$ cat config.mk
export PLATFORM = sky130hd
export DESIGN_NAME = led_seq_ctrl
export DESIGN_NICKNAME = d
export VERILOG_FILES = /design/src/rtl/led_seq_ctrl.sv
export SDC_FILE = /design/constraint.sdc
export NUM_CORES = 1
export LEC_CHECK = 0
export BUFFER_PORTS_ARGS = -buffer_cell sky130_fd_sc_hd__buf_2
export CAP_MARGIN = 20
export CORE_MARGIN = 4
export CORE_UTILIZATION = 42
export DETAILED_ROUTE_END_ITERATION = 7
export GPL_TIMING_DRIVEN = 1
export PLACE_DENSITY_LB_ADDON = 0.3
export SLEW_MARGIN = 20
export SYNTH_ARGS = -nofsm -noshare
export SYNTH_HDL_FRONTEND = slang
export SYNTH_SLANG_ARGS = --single-unit
export TNS_END_PERCENT = 1
$ cat constraint.sdc
create_clock -name clk -period 2.6 [get_ports clk]
set_input_delay 0.26 -clock clk [delete_from_list [all_inputs] [get_ports clk]]
set_output_delay 0.26 -clock clk [all_outputs]
set_load 0.01 [all_outputs]
$ cat src/rtl/led_seq_ctrl.sv
// led_seq_ctrl: four-LED pattern sequencer.
// Supports walk, bounce, count and blink modes. A prescaler paces the
// pattern while running, and single-step pulses advance it while paused.
module led_seq_ctrl #(
    parameter int unsigned DIV = 3_000_000
) (
    input  logic       clk,
    input  logic       rstn,
    input  logic [1:0] mode_sel,
    input  logic       mode_load,
    input  logic       run,
    input  logic       step,
    output logic [3:0] leds,
    output logic       tick,
    output logic [1:0] mode
);

    localparam int unsigned      PW   = (DIV > 2) ? $clog2(DIV) : 1;
    localparam logic [PW-1:0]    PMAX = PW'(DIV - 1);

    typedef enum logic [1:0] {
        M_WALK   = 2'd0,
        M_BOUNCE = 2'd1,
        M_COUNT  = 2'd2,
        M_BLINK  = 2'd3
    } mode_t;

    typedef enum logic {
        UP   = 1'b0,
        DOWN = 1'b1
    } dir_t;

    mode_t         mode_q, mode_nxt;
    dir_t          dir_q, dir_nxt;
    logic [PW-1:0] pcnt, pcnt_nxt;
    logic [3:0]    leds_nxt;
    logic          tick_nxt;
    logic          wrap_c;
    logic          adv_c;

    assign mode = mode_q;

    // First pattern shown after a mode is (re)loaded.
    function automatic logic [3:0] init_leds(input mode_t m);
        logic [3:0] r;
        unique case (m)
            M_WALK:   r = 4'b0001;
            M_BOUNCE: r = 4'b0001;
            M_COUNT:  r = 4'b0000;
            M_BLINK:  r = 4'b1111;
        endcase
        return r;
    endfunction

    // Next-state: prescaler, advance decode, mode load and pattern update.
    always_comb begin
        mode_nxt = mode_q;
        dir_nxt  = dir_q;
        pcnt_nxt = pcnt;
        leds_nxt = leds;
        tick_nxt = 1'b0;

        wrap_c = (pcnt == PMAX);
        adv_c  = (run && wrap_c) || (!run && step);

        if (run) begin
            pcnt_nxt = wrap_c ? '0 : pcnt + PW'(1);
        end

        if (mode_load) begin
            // A load always restarts the mode and discards any coincident advance.
            mode_nxt = mode_t'(mode_sel);
            pcnt_nxt = '0;
            dir_nxt  = UP;
            leds_nxt = init_leds(mode_t'(mode_sel));
        end else if (adv_c) begin
            tick_nxt = 1'b1;
            unique case (mode_q)
                M_WALK: begin
                    if (!$onehot(leds)) begin
                        leds_nxt = 4'b0001;
                        dir_nxt  = UP;
                    end else begin
                        leds_nxt = {leds[2:0], leds[3]};
                    end
                end
                M_BOUNCE: begin
                    if (!$onehot(leds)) begin
                        leds_nxt = 4'b0001;
                        dir_nxt  = UP;
                    end else if (dir_q == UP) begin
                        // Ends turn around so neither end value repeats.
                        if (leds == 4'b1000) begin
                            leds_nxt = 4'b0100;
                            dir_nxt  = DOWN;
                        end else begin
                            leds_nxt = leds << 1;
                            if (leds == 4'b0100) dir_nxt = DOWN;
                        end
                    end else begin
                        if (leds == 4'b0001) begin
                            leds_nxt = 4'b0010;
                            dir_nxt  = UP;
                        end else begin
                            leds_nxt = leds >> 1;
                            if (leds == 4'b0010) dir_nxt = UP;
                        end
                    end
                end
                M_COUNT: begin
                    leds_nxt = leds + 4'd1;
                end
                M_BLINK: begin
                    leds_nxt = (leds == 4'b1111) ? 4'b0000 : 4'b1111;
                end
            endcase
        end
    end

    // State registers with synchronous active-low reset.
    always_ff @(posedge clk) begin
        if (!rstn) begin
            mode_q <= M_WALK;
            dir_q  <= UP;
            pcnt   <= '0;
            leds   <= 4'b0001;
            tick   <= 1'b0;
        end else begin
            mode_q <= mode_nxt;
            dir_q  <= dir_nxt;
            pcnt   <= pcnt_nxt;
            leds   <= leds_nxt;
            tick   <= tick_nxt;
        end
    end

endmodule

---- After elaboration in Yosys (flattened, before gate mapping) ----
Index checks and enable logic that the tools add are counted.
cells by class
  $add $sub $neg .......................... 5
  equal/unequal tests ..................... 14
  mux-type cells .......................... 20
  bitwise gates (word level) .............. 1
  reductions and logical operators ........ 11
operators with widths
  cell                   count
  $mux 4                 7
  $add 22x1->22 const B  1
  $eq 22x22->1 const B   1
  $mux 22                1
  $pmux 4 s4             1
  $pmux 4 s3             1
  $eq 2x2->1 const B     4
  $eq 4x4->1 const B     2
  $mux 1                 8
  $add 1x1->2            2
  $add 4x1->4 const B    1
  $eq 2x1->1 const B     2
  $eq 4x1->1 const B     1
  $eq 4x2->1 const B     1
  $eq 4x3->1 const B     1
  $logic_not 2->1        2
  $reduce_bool 2->1      2
  $reduce_or 2->1        2
  $add 2x2->3            1
  $eq 3x1->1 const B     1
  $mux 3                 1
  $reduce_and 3->1       1
  $logic_and 1x1->1      2
  $ne 2x2->1 const B     1
  other kinds (4)        4
word-level totals
  bits in registers ....................... 30
  word-level logic and storage cells ...... 56

---- Depth between registers and ports, before layout ----
Gate-level depths: netlist of the first run.
  word-level depth ........................ 7
  gate-level depth with buffers ........... 10
  gate-level depth less buffers ........... 10

---- Worst setup path after synthesis of the first run ----
No wires, ideal clock.
  path kind ............................... reg-to-reg
  from .................................... register leds[0]
  to ...................................... register leds[1]
  setup time .............................. 0.078 ns
  data arrival time ....................... 2.670 ns
  path slack .............................. -0.148 ns
  cell stages (with the launch flop) ...... 11
  clock period less this slack ............ 2.748 ns
  cell sequence ........................... dfxtp_1 inv_1 fa_1 inv_1 ha_1 ha_1 or3b_2 nor2_1 o311ai_0 and4_1 nor3_1
between the ends
  longest elaborated chain between the ends .. 7
  elaborated cells on any way between the ends .. 16
RTL lines
  what                                                             line        source
  start, declared                                                  13          output logic [3:0] leds,
  start signal, assigned                                           132         leds <= leds_nxt;
  $add 1x1->2 (implied by the code), or another cell as far along  80, 88
  $add 2x2->3 (implied by the code), or another cell as far along  80, 88
  $eq 3x1->1 or $mux 4 (tied branches)                             80, 88, 91
  $mux 4, on equally long branches                                 88, 80
  $pmux 4 s4 *                                                     78          unique case (mode_q)
  $mux 4 *                                                         76          end else if (adv_c) begin
  $mux 4 *                                                         70          if (mode_load) begin
Every way passes the cells marked *; elsewhere a longest branch is shown, timed or not. The select of a mux whose other input is x is not followed.
A chain may end at the register's enable or synchronous reset.

---- Final worst setup path of the first run ----
Ends and elaborated chain as after synthesis.

==> results of run 1 <==
-- sequential cells by signal (all words and copies together) (netlist names) --
register	count
pcnt	22
leds	4
mode	2
dir_q	1
tick	1
-- critical path, delay by kind of cell, from the launching register on --
family                     cells  cell delay (ns)
AOI/OAI and AO/OA              1             0.12
adders and majority gates      3             0.95
buffers and inverters          2             0.09
DFF                            1             0.33
and+or+nand+nor                4             0.89
-- layer usage --
metal	share of wire	global-route usage	vias up
li1	-	-	735
met1	0.49	0.192	650
met2	0.45	0.210	47
met3	0.058	0.0497	4
met4	0.0081	0.0459	0
met5	0	0	-
-- power groups by stage --
stage,Clock (mW),Combinational [mW],Sequential [mW]
floorplan,0,0.0961,0.490
global placement,0,0.142,0.488
detailed placement,0,0.142,0.488
CTS,0.356,0.142,0.478
global route,0.377,0.172,0.479
finish,0.348,0.156,0.478
-- area by class of cell --
class                   instances  area share
clock inverters                 2     0.00523
clock buffers                   5      0.0359
multi-input cells             146       0.517
repair buffers                 23      0.0732
flip-flops and latches         30       0.316
well taps                      48      0.0314
inverters                      11      0.0216
-- cells in the mapped netlist, types with 5 or more instances --
master | n | share of area
dfxtp_1 | 30 | 0.36
nor2_1 | 23 | 0.052
xor2_1 | 16 | 0.084
nand2_1 | 12 | 0.027
inv_1 | 11 | 0.025
nand3_1 | 11 | 0.033
nand4_1 | 9 | 0.034
and3_1 | 7 | 0.026
ha_1 | 7 | 0.052
nor3_1 | 7 | 0.021
o21ai_0 | 6 | 0.018
clkbuf_1 | 5 | 0.011
-- logic make-up after synthesis --
family,after synthesis
flops,30
fa+ha+maj,8
mux,4
compound gates,27
simple gates,87
xor+xnor,20
buf+inv,20
-- stage by stage --
step	cell area, um^2	total power [mW]
after floorplan	1680	0.586
after global placement	1830	0.630
after detailed placement	1830	0.630
after CTS	1900	0.976
after global routing	1910	1.03
final	1910	0.982
-- timing repair --
item,in CTS,in global routing
setup endpoints to repair,0,3
gates resized for setup,0,1
hold endpoints to repair,0,0
buffers inserted,0,1
hold buffers,0,0
-- worst paths after layout --
kind / slack (ns) / end / start / depth (start not counted)
worst min register to register: 0.51 / pcnt[13] / pcnt[13] / 2
worst max register to register: 0.13 / leds[1] / leds[0] / 10
worst min-delay path: 0.21 / leds[0] / rstn / 2
worst max-delay path: 0.13 / leds[1] / leds[0] / 10
==> impl_results.md, run 1 <==
- Status: completed
- Setup Total Neg Slack: 0 ns
- # IOs: 14
- Die Height: 71.1 um
- Mean Syn Cell Area: ~8.5 um^2
- PD cells: 513 nW/um^2
- Mapped Area: 1670 um^2
- Crit path largest cell delay: 0.52 ns
- Area of the multi-input gates: 990 um^2
- Static Leak: ~0.77 nW
- Crit-path cells: inv_2, fa_1, inv_1, ha_1, ha_1, or3b_4, nor2_4, o311ai_0, and4_1, nor3_1
- Worst Hold Class: input port to flip-flop
- Post-Synthesis Cells: 196
- Largest family of logic cells by synthesized area: simple AND/OR/NAND/NOR gates
- Sw Share: 0.265
- Synth Area in Simple Gates: 0.282
- Vias in the first global route: around 1300
- Commonest non-fill, non-tap cell in the layout: dfxtp_1
- Synth-to-Final Area Change: 14.4%
- Int Pwr: just over 0.7 mW
- Adder-cell share of the synthesized area: 0.0643
- Layout cells sized above 1: 0.189
- Slowest-stage cell, CP: fa_1
- Primary FF master, synth: dfxtp_1
- Sequential area share after synthesis: 0.359
- Syn Nets: 211
- Synthesized flop and latch total: 30
- Clock Sinks: 30
- Drc violations: 0
- Final setup viols: 0
- Detailed Place HPWL: 2450 um
- Combinational share of power: 0.159
- Setup CP Type: flip-flop to flip-flop
- CTS buffer count: 5
- DRT iter0 DRCs: 93
- Critical path's most frequent cell: ha_1
- Pin count of the biggest net entering global routing: 13
- Most frequent cells in the layout: dfxtp_1 (27), nor2_1 (22), xor2_1 (16)
- Core area: between 3000 and 4000 um^2
- Total global-route track usage: 0.142
- Psw: about 0.26 mW
- Root Driver: clkbuf_8
- CP max FO: 3
- Compound-Gate Fraction of Synth Area: 0.111
- Fin. Hold Viols: 0
- Fmax: 405 MHz
- Final Util: 0.511
- Relative slew margins: 0.668
- Routed WL per cell: 13.1 um
- Seq. cell area: 604 um^2
- Critical Path RT: 2.80 ns
- Clk_lat worst skew: 0.28 ns
- Final non-filler cell total: roughly 270
- # nets final: 232
- EDFF count, synth: 0
- Setup WS post-layout: 0.129 ns
- Drt first pass iters: 4
- IO Port Bufs: 13
- Die W: 71.1 um
- Clock share of power: 0.354
- Crit start category: flip-flop
- Synth Area in XOR/XNOR: 0.105
- CTS tree: done
- Vias/cell: about 5.4
- Post-synth ARST share: 0
- Final slew viol count: 0
- Routed Antenna Nets: 0
- H-tree depth: 2
- Crit. End Element: flip-flop
- Slew @ Worst Pin: 0.497 ns
- First-pass GRT wire length: 5750 um
- Fin crit share: 0.950
- Initial antenna violation count: 0
- Vias: 1436
- Worst slack, placed: 0.0480 ns
- Final min period: between 2 and 2.5 ns
- Global placement routability congestion: 0.945
- Max clock buf depth: 2
- Starting Density: 0.447
- Yosys cell types: 40
- Flop pwr share: 0.487
- # placed instances: between 200 and 300
- Clock Skew: roughly 0.0076 ns
- Max cap viols: 0
- Filler cells: approximately 380
- Mux cell area share after synthesis: 0.0239
- Crit path arrival time: between 2 and 3 ns
- Yosys warning total: 0
- VDD IR max: 0.240 mV
- Diodes inserted: 0
- Die area: 5060 um^2
- Global route overflow: 0
- Clock slew at reported path FFs: 0.06 ns
- Routed wire length: 3470 um
- Row count: 22
- Hold_ws: 0.213 ns
(Power assumes the default switching activity.)
==> run 2, diff against run 1 <==
--- a/config.mk
+++ b/config.mk
@@ -5,6 +5,7 @@
 export SDC_FILE = /design/constraint.sdc
 export NUM_CORES = 1
 export LEC_CHECK = 0
+export ABC_AREA = 1
 export BUFFER_PORTS_ARGS = -buffer_cell sky130_fd_sc_hd__buf_2
 export CAP_MARGIN = 20
 export CORE_MARGIN = 4
==> impl_results.md, run 2 <==
- Post-synth ARST share: 0 (unchanged)
- Sequential area share after synthesis: 0.320 (was 0.359)
- Crit path arrival time: 2.59 ns (was 2.67 ns)
- Post-CTS Setup Repair Bufs: 0 (unchanged)
- Commonest cells post-synth: nand2_1 (57), nor2_1 (45), inv_1 (42) (was dfxtp_1 (30), nor2_1 (23), xor2_1 (16))
- Global route overflow: 0 (unchanged)
- Post-CTS Resized: 0 (unchanged)
- Syn Nets: 291 (was 211)
- Largest family of logic cells by synthesized area: simple AND/OR/NAND/NOR gates (unchanged)
- VDD IR max: 0.242 mV (was 0.240 mV)
- Vias in the first global route: 1523 (was 1265)
- Compound-Gate Fraction of Synth Area: 0.0868 (was 0.111)
- Die Height: 74.8 um (was 71.1 um)
- H-tree depth: 2 (unchanged)
- Adder-cell share of the synthesized area: 0.0574 (was 0.0643)
- Top reg by flops: pcnt (unchanged)
- Static Leak: 0.978 nW (was 0.767 nW)
- Final min period: 2.37 ns (was 2.47 ns)
- Diodes inserted: 0 (unchanged)
- Status: completed (unchanged)
- Total power: 1.24 mW (was 0.982 mW)
- Fmax: 422 MHz (was 405 MHz)
- Commonest non-fill, non-tap cell in the layout: nand2_1 (was dfxtp_1)
- Clock Sinks: 30 (unchanged)
- # placed instances: 344 (was 257)
- Row count: 24 (was 22)
- Most frequent cells in the layout: nand2_1 (57), nor2_1 (45), inv_1 (42) (was dfxtp_1 (27), nor2_1 (22), xor2_1 (16))
- Crit start category: flip-flop (unchanged)
- Reg2reg path depth: 11 (was 10)
- Worst slack, placed: 0.298 ns (was 0.0480 ns)
- EDFF count, synth: 0 (unchanged)
- Final setup viols: 0 (unchanged)
- Layout cells sized above 1: 0.157 (was 0.189)
- PD cells: 573 nW/um^2 (was 513 nW/um^2)
- Setup CP Type: flip-flop to flip-flop (unchanged)
- Final slew viol count: 0 (unchanged)
- Max cap viols: 0 (unchanged)
- Setup Total Neg Slack: 0 ns (unchanged)
- Final non-filler cell total: 352 (was 265)
- Slowest-stage cell, CP: fa_1 (unchanged)
- Routed Antenna Nets: 0 (unchanged)
- Worst r2r src: leds[0] (unchanged)
- Slew @ Worst Pin: 0.355 ns (was 0.497 ns)
- Synth Area in XOR/XNOR: 0.0280 (was 0.105)
- Die area: 5600 um^2 (was 5060 um^2)
- Yosys cell types: 33 (was 40)
- Worst path top cell family by delay: adder cells (unchanged)
- Worst hold start: rstn (unchanged)
- Mux cell area share after synthesis: 0 (was 0.0239)
- Die W: 74.8 um (was 71.1 um)
- Cell accounting for the most synthesized area: dfxtp_1 (unchanged)
- Yosys warning total: 0 (unchanged)
- CTS buffer count: 5 (unchanged)
- Fin. Hold Viols: 0 (unchanged)
- Critical path's most frequent cell: nor2_1 (was ha_1)
- Detailed Place HPWL: 3090 um (was 2450 um)
- Relative slew margins: 0.762 (was 0.668)
- Vias: 1741 (was 1436)
- Max clock buf depth: 2 (unchanged)
- Routed WL per cell: 11.3 um (was 13.1 um)
- Clk_lat worst skew: 0.28 ns (about the same)
- Setup WS post-layout: 0.228 ns (was 0.129 ns)
- Mapped Area: 1870 um^2 (was 1670 um^2)
- Crit-path cells: inv_1, fa_1, inv_1, ha_1, ha_1, nand3b_1, nor2_1, o21ai_0, a31oi_1, nor2_1, nor2_1 (was inv_2, fa_1, inv_1, ha_1, ha_1, or3b_4, nor2_4, o311ai_0, and4_1, nor3_1)
- Worst Hold Class: input port to flip-flop (unchanged)
- IO Port Bufs: 13 (unchanged)
- Crit path largest cell delay: 0.53 ns (was 0.52 ns)
- Core area: 4320 um^2 (was 3740 um^2)
- Clock slew at reported path FFs: 0.07 ns (was 0.06 ns)
- Top-count cell post-synth: nand2_1 (was dfxtp_1)
- Drc violations: 0 (unchanged)
- Global placement routability congestion: 0.920 (was 0.945)
- Critical Path RT: 2.82 ns (was 2.80 ns)
- Area after DPL: 2030 um^2 (was 1830 um^2)
- Crit. End Element: flip-flop (unchanged)
- Hold EP: leds[3] (was leds[0])
- Post-Synthesis Cells: 276 (was 196)
- CTS tree: done (unchanged)
- RSZ-0062 raised after global routing: false
- Starting Density: 0.433 (was 0.447)
- # IOs: 14 (unchanged)
- Vias/cell: 4.95 (was 5.42)
- Routed wire length: 3970 um (was 3470 um)
- Synthesized flop and latch total: 30 (unchanged)
- Initial antenna violation count: 0 (unchanged)
- Top cells by area, synth: dfxtp_1 (32%), nand2_1 (11%), nor2_1 (9.0%), inv_1 (8.4%), nand3_1 (5.6%) (was dfxtp_1 (36%), xor2_1 (8.4%), ha_1 (5.2%), nor2_1 (5.2%), nand4_1 (3.4%))
- Mean Syn Cell Area: 6.79 um^2 (was 8.53 um^2)
- Hold_ws: 0.266 ns (was 0.213 ns)
- Final Util: 0.502 (was 0.511)
- Fin area: 2170 um^2 (was 1910 um^2)
- CTS Hold Bufs: 0 (unchanged)
- Fin crit share: 0.912 (was 0.950)
- Cells on Worst Hold Path: 3 (was 2)
- Post-synth top area share: 0.320 (was 0.359)
- Pin count of the biggest net entering global routing: 13 (unchanged)
- Synth-to-Final Area Change: 15.9% (was 14.4%)
- DRT iter0 DRCs: 121 (was 93)
- Primary FF master, synth: dfxtp_1 (unchanged)
- Buf/Inv on CP: 2 (unchanged)
- Total global-route track usage: 0.157 (was 0.142)
- Drt first pass iters: 4 (unchanged)
- Largest register FFs: 22 (unchanged)
- Synth Area in Simple Gates: 0.419 (was 0.282)
- # nets final: 314 (was 232)
- First-pass GRT wire length: 6750 um (was 5750 um)
- Worst r2r dst: dir_q (was leds[1])
- Root Driver: clkbuf_8 (unchanged)
- Clock Skew: 0.00993 ns (was 0.00765 ns)
- Reg2Reg Setup Slack: 0.23 ns (was 0.13 ns)
- CP max FO: 5 (was 3)
==> run 2: cell types whose count changed in the layout (fill, tap and decap cells not counted), sizes merged, moves of 5 or more <==
| cell | previous run | this run |
|---|---|---|
| inv | 11 | 43 |
| a21oi | 4 | 9 |
| xor2 | 16 | 3 |
| nor2 | 23 | 51 |
| and3 | 7 | 0 |
| buf | 23 | 17 |
| nand2 | 12 | 64 |
| nand3 | 12 | 25 |
==> run 2: cells by family after synthesis <==
group,after synthesis
AND/OR/NAND/NOR,160
AO/OA/AOI/OAI,28
buffers and inverters,44
XOR/XNOR,6
adder cells (fa/ha/maj),8
flip-flops,30
==> run 2: layout make-up <==
cell class                      count  area, um^2
Fill cell                         430        2150
Multi-Input combinational cell    202        1110
Sequential cell                    30         601
Inverter                           43         161
Timing Repair Buffer               17        95.1
Clock buffer                        6        82.6
Tap cell                           52        65.1
Clock inverter                      2        60.1
==> run 2: worst max-delay path by stage <==
stage / slack (ns) / startpoint / end / cells after the start
6_report: 0.23 / leds[0] / dir_q / 11
5_1_grt: 0.02 / leds[0] / leds[1] / 13
4_1_cts: 0.23 / leds[0] / leds[2] / 13
3_5_place_dp: 0.30 / leds[0] / leds[2] / 13
3_3_place_gp: 0.35 / leds[0] / dir_q / 11
2_1_floorplan: 0.20 / leds[0] / dir_q / 11
==> run 2: worst reg2reg max path: cells and delay by family (launching register included) <==
family / cells / cell delay (ns)
adders and majority gates: 3 / 0.98
and+or+nand+nor: 4 / 0.61
DFF: 1 / 0.33
AOI/OAI and AO/OA: 2 / 0.28
buffers and inverters: 2 / 0.13
==> run 2: where the power goes <==
part | internal, mW | leakage, nW | switching [mW]
Clock | 0.409 | 0.0714 | 0.178
Sequential | 0.470 | 0.243 | 0.00655
Combinational | 0.0662 | 0.663 | 0.115
Total | 0.945 | 0.978 | 0.299
==> run 2: routing by layer <==
metal / global-route usage / vias up / routed length [um]
li1: - / 923 / -
met1: 0.203 / 769 / 1900
met2: 0.249 / 38 / 1760
met3: 0.0401 / 11 / 205
met4: 0.0672 / 0 / 103
met5: 0 / - / 0
